File: src/rtl/ww_test_storage_if.sv
// CPU-side request/response bundle for the Whirlwind test storage.
// Handshake: req is sampled only while the responder is idle; busy is high from acceptance through the ack cycle; ack is a one-cycle completion pulse.
interface ww_test_storage_if #(
  parameter int WORD = 16
);
  logic            req;
  logic            we;
  logic [4:0]      addr;
  logic [WORD-1:0] wdata;
  logic            busy;
  logic            ack;
  logic [WORD-1:0] rdata;
  logic            wr_ignored;

  modport master (
    output req, we, addr, wdata,
    input  busy, ack, rdata, wr_ignored
  );

  modport slave (
    input  req, we, addr, wdata,
    output busy, ack, rdata, wr_ignored
  );
endinterface

File: src/rtl/ww_test_storage.sv
// Test storage responder: 32 read-only toggle-switch words overlaid by five
// plug-addressed flip-flop registers, served with a fixed request-to-ack latency.
module ww_test_storage #(
  parameter int LATENCY = 2,
  parameter int WORD    = 16
) (
  input  logic                 clk,
  input  logic                 reset,
  input  logic                 i_storage_reset,
  input  logic [32*WORD-1:0]   i_sw_ts,
  input  logic [5*WORD-1:0]    i_sw_ff,
  input  logic [24:0]          i_sw_ff_addr,
  ww_test_storage_if.slave     bus,
  output logic [1:0]           o_state
);

  typedef enum logic [1:0] {
    IDLE = 2'd0,
    WAIT = 2'd1,
    DONE = 2'd2
  } state_t;

  state_t          r_state;
  logic [3:0]      r_cnt;
  logic            r_busy;
  logic            r_ack;
  logic [WORD-1:0] r_rdata;
  logic            r_wr_ign;
  logic            r_we;
  logic [4:0]      r_addr;
  logic [WORD-1:0] r_wdata;
  logic [WORD-1:0] r_ff [5];

  logic            w_cur_we;
  logic [4:0]      w_cur_addr;
  logic [WORD-1:0] w_cur_wdata;
  logic            w_ff_hit;
  logic [2:0]      w_ff_idx;
  logic [WORD-1:0] w_ff_word;
  logic [WORD-1:0] w_sel;
  logic            w_complete;

  // With LATENCY = 1 the completing edge is the accepting edge, so the
  // request fields come straight from the bus instead of the latches.
  assign w_cur_we    = (r_state == IDLE) ? bus.we    : r_we;
  assign w_cur_addr  = (r_state == IDLE) ? bus.addr  : r_addr;
  assign w_cur_wdata = (r_state == IDLE) ? bus.wdata : r_wdata;

  assign w_complete = ((r_state == IDLE) && bus.req && (LATENCY == 1)) ||
                      ((r_state == WAIT) && (r_cnt == 4'd0));

  // Descending scan so the lowest-numbered matching flip-flop wins.
  always_comb begin
    w_ff_hit  = 1'b0;
    w_ff_idx  = 3'd0;
    w_ff_word = '0;
    for (int k = 4; k >= 0; k--) begin
      if (i_sw_ff_addr[5*k +: 5] == w_cur_addr) begin
        w_ff_hit  = 1'b1;
        w_ff_idx  = 3'(k);
        w_ff_word = r_ff[k];
      end
    end
  end

  assign w_sel = w_ff_hit ? w_ff_word : i_sw_ts[int'(w_cur_addr)*WORD +: WORD];

  always_ff @(posedge clk or posedge reset) begin
    if (reset) begin
      r_state  <= IDLE;
      r_cnt    <= '0;
      r_busy   <= 1'b0;
      r_ack    <= 1'b0;
      r_rdata  <= '0;
      r_wr_ign <= 1'b0;
      r_we     <= 1'b0;
      r_addr   <= '0;
      r_wdata  <= '0;
      for (int k = 0; k < 5; k++) r_ff[k] <= '0;
    end else begin
      case (r_state)
        IDLE: begin
          if (bus.req) begin
            r_we    <= bus.we;
            r_addr  <= bus.addr;
            r_wdata <= bus.wdata;
            r_cnt   <= 4'(LATENCY - 1);
            r_busy  <= 1'b1;
            r_state <= (LATENCY == 1) ? DONE : WAIT;
          end
        end
        WAIT: begin
          r_cnt <= r_cnt - 4'd1;
          if (r_cnt == 4'd0) r_state <= DONE;
        end
        DONE: begin
          r_busy   <= 1'b0;
          r_ack    <= 1'b0;
          r_wr_ign <= 1'b0;
          r_state  <= IDLE;
        end
        default: r_state <= IDLE;
      endcase

      if (w_complete) begin
        r_ack <= 1'b1;
        if (w_cur_we) begin
          r_rdata  <= w_cur_wdata;
          r_wr_ign <= !w_ff_hit;
          for (int k = 0; k < 5; k++) begin
            if (w_ff_hit && (w_ff_idx == 3'(k))) r_ff[k] <= w_cur_wdata;
          end
        end else begin
          r_rdata  <= w_sel;
          r_wr_ign <= 1'b0;
        end
      end

      // Placed last so a preset load overrides a coincident write-back.
      if (i_storage_reset) begin
        for (int k = 0; k < 5; k++) r_ff[k] <= i_sw_ff[k*WORD +: WORD];
      end
    end
  end

  assign bus.busy       = r_busy;
  assign bus.ack        = r_ack;
  assign bus.rdata      = r_rdata;
  assign bus.wr_ignored = r_wr_ign;
  assign o_state        = r_state;

endmodule

File: src/flat_wrapper.sv
// flat-port wrapper written by rule: the top's interface ports become plain ports
module ww_test_storage_flat 
#(
  parameter int LATENCY = 2,
  parameter int WORD    = 16
)
  (clk, reset, i_storage_reset, i_sw_ts, i_sw_ff, i_sw_ff_addr, o_state, bus_req, bus_we, bus_addr, bus_wdata, bus_busy, bus_ack, bus_rdata, bus_wr_ignored);
  ww_test_storage_if #(.WORD(WORD)) bus_i ();
  input  logic clk;
  input  logic reset;
  input  logic i_storage_reset;
  input  logic [32*WORD-1:0] i_sw_ts;
  input  logic [5*WORD-1:0] i_sw_ff;
  input  logic [24:0] i_sw_ff_addr;
  output logic [1:0] o_state;
  input wire logic [$bits(bus_i.req)-1:0] bus_req;
  input wire logic [$bits(bus_i.we)-1:0] bus_we;
  input wire logic [$bits(bus_i.addr)-1:0] bus_addr;
  input wire logic [$bits(bus_i.wdata)-1:0] bus_wdata;
  output wire logic [$bits(bus_i.busy)-1:0] bus_busy;
  output wire logic [$bits(bus_i.ack)-1:0] bus_ack;
  output wire logic [$bits(bus_i.rdata)-1:0] bus_rdata;
  output wire logic [$bits(bus_i.wr_ignored)-1:0] bus_wr_ignored;
  assign bus_i.req = bus_req;
  assign bus_i.we = bus_we;
  assign bus_i.addr = bus_addr;
  assign bus_i.wdata = bus_wdata;
  assign bus_busy = bus_i.busy;
  assign bus_ack = bus_i.ack;
  assign bus_rdata = bus_i.rdata;
  assign bus_wr_ignored = bus_i.wr_ignored;
  ww_test_storage #(.LATENCY(LATENCY), .WORD(WORD)) u_core (.clk(clk), .reset(reset), .i_storage_reset(i_storage_reset), .i_sw_ts(i_sw_ts), .i_sw_ff(i_sw_ff), .i_sw_ff_addr(i_sw_ff_addr), .bus(bus_i), .o_state(o_state));
endmodule
File: config.mk
export PLATFORM = sky130hd
export DESIGN_NAME = ww_test_storage_flat
export DESIGN_NICKNAME = d
export VERILOG_FILES = /design/src/rtl/ww_test_storage_if.sv /design/src/rtl/ww_test_storage.sv /design/src/flat_wrapper.sv
export SDC_FILE = /design/constraint.sdc
export NUM_CORES = 1
export LEC_CHECK = 0
export ABC_AREA = 1
export CAP_MARGIN = 20
export CORE_AREA = 2 2 262 264
export DETAILED_ROUTE_END_ITERATION = 16
export DIE_AREA = 0 0 264 266
export GPL_ROUTABILITY_DRIVEN = 0
export GPL_TIMING_DRIVEN = 0
export HOLD_SLACK_MARGIN = 0.1
export PLACE_DENSITY_LB_ADDON = 0.15
export RECOVER_POWER = 100
export SLEW_MARGIN = 15
export SYNTH_ARGS = -nofsm -noshare
export SYNTH_HDL_FRONTEND = slang
export SYNTH_SLANG_ARGS = --single-unit
File: constraint.sdc
create_clock -name clk -period 4.9 [get_ports clk]
set_input_delay 0.735 -clock clk [delete_from_list [all_inputs] [get_ports clk]]
set_output_delay 0.735 -clock clk [all_outputs]
set_load 0.005 [all_outputs]
### Word level (Yosys, flattened, before mapping)

Index checks and enable logic that the tools add are counted.

| cells by class | value |
|---|---|
| $add $sub $neg | 1 |
| equality and inequality tests | 13 |
| shifts and indexed selects | 1 |
| mux-type cells | 39 |
| reductions and logical operators | 29 |

Operators with widths:

| kind | number |
|---|---|
| indexed part select 512 x 10 -> 16 bit | 1 |
| two-way mux 80 bit | 3 |
| two-way mux 16 bit | 13 |
| equality test 5 bit | 5 |
| nonzero test 2 bit | 10 |
| two-way mux 3 bit | 5 |
| AND reduction 3 bit | 5 |
| two-way mux 1 bit | 11 |
| case mux 4 bit (2 select lines) | 1 |
| AND reduction 2 bit | 4 |
| equality test 3 x 2 -> 1 bit (second input constant) | 2 |
| logical AND 1 bit | 6 |
| two-way mux 5 bit | 1 |
| zero test 4 bit | 1 |
| two-way mux 2 bit | 2 |
| two-way mux 4 bit | 1 |
| inequality test 2 bit (second input constant) | 2 |
| case mux 2 bit (2 select lines) | 1 |
| subtractor 4 x 1 -> 4 bit (second input constant) | 1 |
| equality test 3 x 1 -> 1 bit (second input constant) | 1 |
| equality test 3 bit (second input constant) | 1 |
| zero test 3 bit | 1 |
| equality test 2 x 1 -> 1 bit (second input constant) | 1 |
| equality test 2 bit (second input constant) | 1 |
| other kinds (3) | 3 |

| storage, ports and cells | value |
|---|---|
| flip-flop bits (word level) | 127 |
| input port bits | 643 |
| output and inout port bits | 21 |
| word-level logic and storage cells | 97 |

### Depth between registers and ports, before layout

Gate-level depths: netlist (run 1).

| depth | value |
|---|---|
| depth in word-level cells | 14 |
| depth in mapped cells | 18 |
| gate-level depth less buffers | 16 |

### Worst setup path after synthesis (run 1)

No wires, ideal clock.

| timing | value |
|---|---|
| path type | in2reg |
| start point | input bus_addr[0] |
| end point | register u_core.r_ff[16] (netlist bit) |
| library setup time | 0.128 ns |
| arrival time | 2.127 ns |
| required time | 4.772 ns |
| slack | 2.645 ns |
| stages on the path | 13 |
| buffers on the path | 1 |
| path through | inv_1 > nand2_1 > nand2_4 > nand2_1 > nand2_1 > nand3_1 > nor2_4 > nand2_1 > a21oi_1 > nand3_2 > buf_2 > nand3_1 > o211ai_2 |

| between the ends | value |
|---|---|
| cells in the longest elaborated chain, start to end | 11 |
| elaborated cells on any way between the ends | 20 |
| those cells by class | eq/ne (6); mux (11); reduce/logical (3) |

Ends and longest elaborated chain:

| what | line | source |
|---|---|---|
| start, declared | flat_wrapper.sv:18 | `input wire logic [$bits(bus_i.addr)-1:0] bus_addr;` |
| two-way mux 5 bit * | ww_test_storage.sv:46 | `assign w_cur_addr = (r_state == IDLE) ? bus.addr : r_addr;` |
| equality test 5 bit | ww_test_storage.sv:58 | `if (i_sw_ff_addr[5*k +: 5] == w_cur_addr) begin` |
| two-way mux 3 bit (5 in a row) | ww_test_storage.sv:58 |  |
| equality test 3 x 2 -> 1 bit | ww_test_storage.sv:111 | `if (w_ff_hit && (w_ff_idx == 3'(k))) r_ff[k] <= w_cur_wdata;` |
| logical AND 1 bit * | ww_test_storage.sv:111 |  |
| nonzero test 2 bit (no source line) * | - |  |
| AND reduction 3 bit (no source line) * | - |  |
| end signal, assigned by index | ww_test_storage.sv:111 |  |
| end, declared | ww_test_storage.sv:32 | `logic [WORD-1:0] r_ff [5];` |

Every way passes the cells marked *; elsewhere a longest branch is shown, timed or not.
A chain may end at the register's enable or synchronous reset.

### Worst setup path in the final report (run 1)

| timing | value |
|---|---|
| start point | register u_core.r_state[0], in the netlist u_core.o_state[0] |
| end point | register u_core.r_ff[37] (netlist bit) |

| between the ends | value |
|---|---|
| cells in the longest elaborated chain, start to end | 12 |
| elaborated cells on any way between the ends | 31 |
| those cells by class | eq/ne (7); mux (17); reduce/logical (7) |

Ends and longest elaborated chain:

| what | line | source |
|---|---|---|
| start, declared | ww_test_storage.sv:23 | `state_t r_state;` |
| start signal, assigned | ww_test_storage.sv:89 | `r_state <= (LATENCY == 1) ? DONE : WAIT;` |
| zero test 2 bit | ww_test_storage.sv:45, ww_test_storage.sv:46, ww_test_storage.sv:47 |  |
| two-way mux 5 bit | ww_test_storage.sv:46 |  |
| equality test 5 bit | ww_test_storage.sv:58 |  |
| two-way mux 3 bit (5 in a row) | ww_test_storage.sv:58 |  |
| equality test 3 x 2 -> 1 bit | ww_test_storage.sv:111 |  |
| logical AND 1 bit | ww_test_storage.sv:111 |  |
| nonzero test 2 bit (no source line) | - |  |
| AND reduction 3 bit (no source line) | - |  |

Parallel ways exist; a longest one is shown, timed or not. The select of a mux whose other input is x is not followed.

==> results of run 1 <==
path summary, 6_finish.rpt:
check	start	endpoint	cells past startpoint
worst max-delay path	u_core.o_state[0]$_DFFE_PP0P_	u_core.r_ff[37]$_DFFE_PP0P_	15
worst min-delay path	u_core.bus.rdata[0]$_DFFE_PP0P_	u_core.bus.rdata[0]$_DFFE_PP0P_	2
worst max register to register	u_core.o_state[0]$_DFFE_PP0P_	u_core.r_ff[37]$_DFFE_PP0P_	15
worst min register to register	u_core.bus.rdata[0]$_DFFE_PP0P_	u_core.bus.rdata[0]$_DFFE_PP0P_	2
max in group asynchronous	reset	u_core.r_ff[68]$_DFFE_PP0P_	3
min in group asynchronous	reset	u_core.r_ff[61]$_DFFE_PP0P_	2
final cells by class:
| class | count | area (um^2) |
|---|---|---|
| diodes | 11 | 27.5 |
| plain buffers | 159 | 696 |
| clock buffers | 21 | 480 |
| clock inverters | 11 | 160 |
| fillers | 7808 | 45300 |
| inverters | 560 | 2100 |
| multi-input cells | 1822 | 8050 |
| flip-flops and latches | 127 | 3180 |
| well taps | 882 | 1100 |
| repair buffers | 664 | 6670 |
sequential cells by signal, indices dropped and copies added, names as in the netlist:
name / cells
u_core.r_ff: 80
u_core.bus.rdata: 16
u_core.r_wdata: 16
u_core.r_addr: 5
u_core.r_cnt: 4
u_core.o_state: 2
u_core.bus.ack: 1
u_core.bus.busy: 1
u_core.bus.wr_ignored: 1
u_core.r_we: 1
kinds of logic (layout without fill, tap and decap cells):
family          Yosys count  count (layout)
mux                       1               1
xor+xnor                  2               2
simple gates           1676            1676
other cells               0              11
compound gates          141             141
flops                   127             127
fa+ha+maj                 2               2
buf+inv                 719            1415
cells in the final DEF (no fill, tap or decap), types with 4 or more instances in the layout:
cell type	instances
clkdlybuf4s50_1	640
nand2_2	5
clkbuf_16	17
a21o_1	4
nor2_4	4
buf_2	64
inv_2	7
inv_1	551
o21ai_0	42
dlygate4sd3_1	22
diode_2	11
clkinv_2	5
nand4_1	4
nand3b_1	5
dfrtp_1	127
bufinv_16	4
nand3_1	580
buf_1	26
nor2_1	67
a31oi_1	6
nand2_1	1005
a21oi_1	38
clkbuf_1	66
clkbuf_8	4
o211ai_1	45
critical path, cell delays in order, from the launching register on:
cell and delay, ps:
dfrtp_1 450, nor2_1 490, nand2_1 190, nand2_1 570, nand2_1 110, nand2_1 90, nand3_1 170, nor2_8 280
inv_1 120, nand3_1 80, o21ai_0 80, o21ai_0 470, inv_1 380, clkbuf_1 370, nand2_1 130, nand2_1 60
routing by layer:
metal | GRT usage, % | vias up | part of all wire (%)
met5 | 0 | - | 0.013
met4 | 3.93 | 2 | 1.2
met3 | 5.25 | 55 | 7.4
met2 | 44.5 | 698 | 47
met1 | 35.1 | 9136 | 44
li1 | - | 9505 | -
power groups by stage:
stage | clock network, mW | logic (mW) | registers [mW]
CTS | 1.43 | 9.91 | 1.61
floorplan | 0 | 5.37 | 1.58
global route | 1.47 | 10.7 | 1.65
finish | 1.40 | 9.89 | 1.61
detailed placement | 0 | 9.88 | 1.62
global placement | 0 | 9.87 | 1.62
through the flow:
step	util [%]	std cells	setup WS, ps	hold WS (ps)
6_report	33.2	4257	757	472
5_1_grt	33.1	4252	488	495
4_1_cts	33.3	4245	1100	482
3_5_place_dp	32.3	4213	729	465
3_3_place_gp	32.3	4212	-1670	461
2_1_floorplan	-	2668	781	448
==> impl_metrics.ini, run 1 <==
[setup_path]
cp-start-kind = flop
required_ps = 5210
critPathMaxFanout = 10
cp-end-kind = flop
ff2ff_setup_slack_ps = 760
worstSetupPathType = flop to flop
arrival_ps = 4450

[power_and_ir_drop]
power_leakage_nw = 11.7
pwr-share-comb_pct = 76.7
pwr-share-clk_pct = 10.9
p_sw_share_pct = 60.0
power.internal_mw = 5.16
peakVddDrop_mv = 0.282
power_density_nw_per_um2 = 574
power_mw = 12.9
seq_power_share_pct = 12.5
p_sw_mw = 7.73

[grt]
grt_start_max_net_pins = 94
grt_first_pass_wirelength_um = 134000
antenna_found_initial = 10
grt_pass1_vias = 19300
grt_use_total_pct = 26.3
overflow = 0

[yosys]
syn_area_per_cell_um2 = 5.30
ys_warn_count = 0
synthAdderAreaFrac_pct = 0.177
synth-seq-cells = 127
synth_edf_count = 0
synth_cell_types = 34
synth_xor_area_share_pct = 0.124
netlist_top_cells_count = nand2_1, nand3_1, inv_1
synth.top_cell.area_share_pct = 26.5
netlist_area_um2 = 14100
synthArstFlopShare_pct = 100
synthTopCellsByArea = nand2_1, dfrtp_1, nand3_1
synth.most_common_cell = nand2_1
synth_top_flop_cell = dfrtp_1
synth_cells = 2668
synth_top_family_by_area = simple AND/OR/NAND/NOR gates
synth_top_cell_by_area = nand2_1
synth_nets = 3313
seq_area_frac_synth_pct = 22.5
synthMuxAreaShare_pct = 0.0796
synth-simple-area-share_pct = 50.8
synth_compound_area_share_pct = 6.37

[floorplanning]
dieArea_um2 = 70200
ios = 664
fp.dieH_um = 266
coreArea_um2 = 67700
die_x_um = 264
start_util_pct = 20.9
num_rows = 96

[status]
violations = max-capacitance violations, max-slew violations
status = finished with violations

[flow_run]
maxCapViolations = 1

[clock_tree]
cts_hold_buffers = 0
cts-root-buf = clkbuf_16
clkLatencyLatePin_ps = 430
clk_path_buf_depth = 2
cts.sink_count = 127
ctsHtreeMaxLevel = 4
clkTransAtPathRegs_ps = 60
post_cts_resized = 0
cts_inserted_buffers = 17
cts_tree = yes
post_cts_buffers = 0

[detailed_routing]
routed_via_density = 4.56
dr.pass1.iters = 5
wl_per_cell_um = 22.2
ant_nets = 0
routed_wl_um = 94400
drt_iter0_markers = 1688
num_vias = 19400
drc_errors = 0

[layout]
nets = 3996
area_delta_synth_final_pct = 58.9
final_area_um2 = 22500
drive_gt1_share_pct = 3.80

[sta]
slew_viol_final = 35
tightest_slew_ps = 1800
period_share_pct = 84.5
grt_setup_unrepaired = no
fin_crit_ps = 4140
fmax_mhz = 241
max_slew_margin_pct = -20.6
fin_setup_tns_ps = 0
clock-skew-final_ps = 8.54
hold_viol = 0
finalSetupViolCount = 0

[placed_design]
numPortBuffers = 662
dp_hpwl_um = 80000
placed_cell_area_um2 = 21900

[hold_path]
min_path_type = flop to flop
Note: power is estimated with default switching activity, not from simulation.
==> inputs of run 2 (changes only) <==
- clock period: 4.9 -> 3.9 ns (I/O delays scaled with it)
==> impl_metrics.ini, run 2 (synthesized netlist as in run 1, its figures left out) <==
[status]
status = finished with violations
violations = max-capacitance violations, max-slew violations

[sta]
max_slew_margin_pct = -22.8
fin_ws_ps = 196
fin_crit_ps = 3700
hold_viol = 0
fmax_mhz = 270
finalSetupViolCount = 0
period_share_pct = 95.0
clock-skew-final_ps = 8.93
slew_viol_final = 30
tightest_slew_ps = 1840
fin_setup_tns_ps = 0
grt_setup_unrepaired = no

[clock_tree]
cts.sink_count = 127
cts_hold_buffers = 0
cts-root-buf = clkbuf_16
post_cts_buffers = 0
cts_inserted_buffers = 17
clkTransAtPathRegs_ps = 60
post_cts_resized = 0
clk_path_buf_depth = 2
ctsHtreeMaxLevel = 4
clkLatencyLatePin_ps = 440
cts_tree = yes

[layout]
nets = 3998
final_common_cell = nand2_1
seqCellArea_um2 = 3180
multiInputGateArea_um2 = 8060
fin_util_pct = 33.1
nFillCells = 7881
regMostFlops = u_core.r_ff
largest_register_ffs = 80
drive_gt1_share_pct = 4.13
area_delta_synth_final_pct = 58.5
layout_common_cells = nand2_1, clkdlybuf4s50_1, nand3_1, inv_1, dfrtp_1

[setup_path]
critPathSlowestCell = clkbuf_1
cp-end-kind = flop
required_ps = 4230
critPathMaxFanout = 10
worstSetupPathType = flop to flop
arrival_ps = 4030
cpPeakStageDelay_ps = 670
cp_cell_sequence = nor2_4 > buf_6 > nand2_1 > nand2_2 > buf_2 > clkbuf_1 > nand2_1 > nand3_1 > nand3_1 > nand3_1 > nand3_1 > nand3_1 > nand3_1 > nand2_1 > nand2_1
cp-start-kind = flop
crit_top_cell = nand3_1

[power_and_ir_drop]
peakVddDrop_mv = 0.402
power_density_nw_per_um2 = 709
power_leakage_nw = 11.6

[floorplanning]
ios = 664
coreArea_um2 = 67700
num_rows = 96
start_util_pct = 20.9
die_x_um = 264
fp.dieH_um = 266
dieArea_um2 = 70200

[detailed_routing]
routed_via_density = 4.57
wl_per_cell_um = 22.3
dr.pass1.iters = 6
num_vias = 19500
ant_nets = 0
drc_errors = 0
drt_iter0_markers = 1464
routed_wl_um = 95000

[hold_path]
min_path_type = flop to flop

[placed_design]
numPortBuffers = 662
dp_hpwl_um = 80800
place_ws_ps = -89.3

[grt]
grt_first_pass_wirelength_um = 134000
grt_start_max_net_pins = 31
grt_pass1_vias = 19100
grt_use_total_pct = 26.4
antenna_found_initial = 31
overflow = 0

[flow_run]
maxCapViolations = 1
-- run 2: cell count changes in the layout (fill, tap and decap cells not counted), moves of 3 or more --
cell | before | now
nand2_2 | 5 | 8
bufinv_16 | 4 | 1
clkbuf_1 | 66 | 61
clkinvlp_4 | 2 | 7
clkbuf_8 | 4 | 1
clkbuf_2 | 0 | 6
diode_2 | 11 | 21
-- run 2: final timing paths --
check | depth (start not counted) | endpoint | slack (ps) | start
max | 15 | u_core.bus.rdata[2]$_DFFE_PP0P_ | 200 | u_core.o_state[1]$_DFFE_PP0P_
min reg2reg | 1 | u_core.r_ff[79]$_DFFE_PP0P_ | 480 | u_core.r_ff[79]$_DFFE_PP0P_
max in group asynchronous | 5 | u_core.bus.rdata[6]$_DFFE_PP0P_ | 550 | reset
min | 1 | u_core.r_ff[79]$_DFFE_PP0P_ | 480 | u_core.r_ff[79]$_DFFE_PP0P_
max reg2reg | 15 | u_core.bus.rdata[2]$_DFFE_PP0P_ | 200 | u_core.o_state[1]$_DFFE_PP0P_
min in group asynchronous | 2 | u_core.r_ff[12]$_DFFE_PP0P_ | 790 | reset
-- run 2: layout make-up --
| cell class | instances | area share (%) |
|---|---|---|
| antenna | 21 | 0.234 |
| buffer | 159 | 3.11 |
| clock buffer | 18 | 1.96 |
| clock inverter | 14 | 0.536 |
| inverter | 560 | 9.38 |
| multi-input combinational | 1822 | 35.9 |
| sequential | 127 | 14.2 |
| tap | 882 | 4.92 |
| timing repair buffer | 666 | 29.7 |
-- run 2: stage by stage --
step / instances / total power [mW] / hold WS, ps / cell area [um^2]
floorplan: 2668 / 8.73 / 448 / 14100
global placement: 4212 / 14.4 / 461 / 21900
detailed placement: 4216 / 14.4 / 465 / 22000
CTS: 4248 / 16.0 / 479 / 22500
global route: 4263 / 17.1 / 487 / 22400
finish: 4269 / 15.9 / 478 / 22400
-- run 2: routing by layer --
layer  GRT usage, %  wire [um]
met1           35.2      42200
met5              0         59
met2           43.8      44000
met4           5.77       1490
met3           5.62       7260
-- run 2: worst max-delay path, delay by kind of cell (launching register included) --
kind / cells / cell delay (ps)
buffers and inverters: 3 / 1280
flip-flops: 1 / 470
AND/OR/NAND/NOR: 12 / 1820
-- run 2: power by group --
part,total [mW],leakage [nW],internal (mW),switching [mW]
combinational,12.3,9.80,3.57,8.76
sequential,2.03,1.53,1.77,0.256
clock,1.55,0.256,0.887,0.660
total,15.9,11.6,6.23,9.67
==> inputs of run 3 (changes only) <==
- ABC_CLOCK_PERIOD_IN_PS: unset -> 3900
- CELL_PAD_IN_SITES_DETAIL_PLACEMENT: unset -> 0
- CELL_PAD_IN_SITES_GLOBAL_PLACEMENT: unset -> 1
- CORE_AREA: 2 2 262 264 -> 2 2 261 263
- DIE_AREA: 0 0 264 266 -> 0 0 263 265
- SLEW_MARGIN: 15 -> unset
==> impl_metrics.ini, run 3 (synthesized netlist as in run 1, its figures left out) <==
[grt]
grt_start_max_net_pins = 41
overflow = 0
antenna_found_initial = 16
grt_pass1_vias = 20100
grt_first_pass_wirelength_um = 137000
grt_use_total_pct = 26.8

[power_and_ir_drop]
power_leakage_nw = 11.6
power_density_nw_per_um2 = 699
peakVddDrop_mv = 0.363

[detailed_routing]
routed_wl_um = 95400
dr.pass1.iters = 5
ant_nets = 0
routed_via_density = 4.65
drt_iter0_markers = 1650
num_vias = 19800
drc_errors = 0
wl_per_cell_um = 22.4

[sta]
grt_setup_unrepaired = no
slew_viol_final = 116
period_share_pct = 93.5
fin_ws_ps = 255
fin_setup_tns_ps = 0
tightest_slew_ps = 2350
fin_crit_ps = 3640
fmax_mhz = 274
hold_viol = 0
finalSetupViolCount = 0
max_slew_margin_pct = -56.5
hold_ws_ps = 475
clock-skew-final_ps = 10.0

[clock_tree]
cts_hold_buffers = 0
clkTransAtPathRegs_ps = 60
cts_tree = yes
post_cts_resized = 0
cts-root-buf = clkbuf_16
clkLatencyLatePin_ps = 440
cts_inserted_buffers = 17
clk_path_buf_depth = 2
post_cts_buffers = 0
cts.sink_count = 127
ctsHtreeMaxLevel = 4

[layout]
layout_common_cells = nand2_1, clkdlybuf4s50_1, nand3_1, inv_1, dfrtp_1
regMostFlops = u_core.r_ff
nets = 3997
final_common_cell = nand2_1
largest_register_ffs = 80
drive_gt1_share_pct = 3.83
nFillCells = 7632
area_delta_synth_final_pct = 57.9
final_area_um2 = 22300

[placed_design]
placed_cell_area_um2 = 21900
numPortBuffers = 662
place_ws_ps = 72.9
dp_hpwl_um = 82500

[flow_run]
maxCapViolations = 3

[floorplanning]
num_rows = 95
coreArea_um2 = 66800
ios = 664
start_util_pct = 21.2
dieArea_um2 = 69700
fp.dieH_um = 265
die_x_um = 263

[setup_path]
worstSetupPathType = flop to flop
cp-end-kind = flop
arrival_ps = 4020
critPathMaxFanout = 10
cp-start-kind = flop
required_ps = 4270

[status]
status = finished with violations
violations = max-capacitance violations, max-slew violations

[hold_path]
min_path_type = flop to flop
==> run 3: cell types whose count changed in the layout (fill, tap and decap cells not counted), sizes merged <==
cell / before / now
bufinv: 1 / 0
clkinvlp: 8 / 2
diode: 21 / 13
clkdlybuf4s25: 0 / 1
clkbuf: 86 / 90
==> run 3: layer usage <==
metal | up-vias | part of all wire (%) | GRT usage [%]
met2 | 753 | 48 | 46.4
met4 | 6 | 1.2 | 5.13
met1 | 9438 | 44 | 34.8
met3 | 63 | 6.5 | 4.94
met5 | - | 0.037 | 0
li1 | 9523 | - | -
==> run 3: power by group <==
group | total (mW) | switching (mW) | leakage [nW] | internal, mW
sequential | 2.04 | 0.267 | 1.53 | 1.77
clock | 1.45 | 0.596 | 0.259 | 0.850
combinational | 12.1 | 8.56 | 9.81 | 3.57
==> run 3: metrics by stage <==
step                total power [mW]  util [%]  instances
floorplan                       8.73         -       2668
global placement                14.1      32.7       4203
detailed placement              14.2      32.8       4206
CTS                             15.7      33.6       4237
global route                    16.8      33.4       4248
finish                          15.6      33.4       4250
==> run 3: final timing paths <==
| path | from | to | slack (ps) | cells after the start |
|---|---|---|---|---|
| min in group asynchronous | reset | u_core.r_cnt[1]$_DFFE_PP0P_ | 710 | 2 |
| worst max-delay path | u_core.o_state[1]$_DFFE_PP0P_ | u_core.bus.rdata[2]$_DFFE_PP0P_ | 260 | 16 |
| max in group asynchronous | reset | u_core.r_ff[54]$_DFFE_PP0P_ | 570 | 3 |
| worst min register to register | u_core.r_ff[71]$_DFFE_PP0P_ | u_core.r_ff[71]$_DFFE_PP0P_ | 480 | 1 |
| worst max register to register | u_core.o_state[1]$_DFFE_PP0P_ | u_core.bus.rdata[2]$_DFFE_PP0P_ | 260 | 16 |
| worst min-delay path | u_core.r_ff[71]$_DFFE_PP0P_ | u_core.r_ff[71]$_DFFE_PP0P_ | 480 | 1 |
==> run 3: worst max-delay path, stage by stage (launching register included) <==
cell and delay (ps):
dfrtp_1 450, nor2_4 240, buf_6 190, nand2_1 70, nand2_2 190, clkbuf_2 420, clkbuf_1 770, nand2_1 250
nand2_1 190, nand2_1 70, nand3_1 90, nand3_1 120, nand3_1 110, nand3_1 130, nand3_1 120, nand2_1 90
nand2_1 70
==> run 3: layout make-up <==
cell class / count / area (um^2) / area share [%]
multi-input cells: 1822 / 8060 / 36.1
repair buffers: 665 / 6640 / 29.8
flip-flops and latches: 127 / 3180 / 14.2
inverters: 560 / 2100 / 9.42
well taps: 873 / 1090 / 4.89
plain buffers: 159 / 698 / 3.13
clock buffers: 24 / 482 / 2.16
clock inverters: 7 / 37.5 / 0.168
diodes: 13 / 32.5 / 0.146
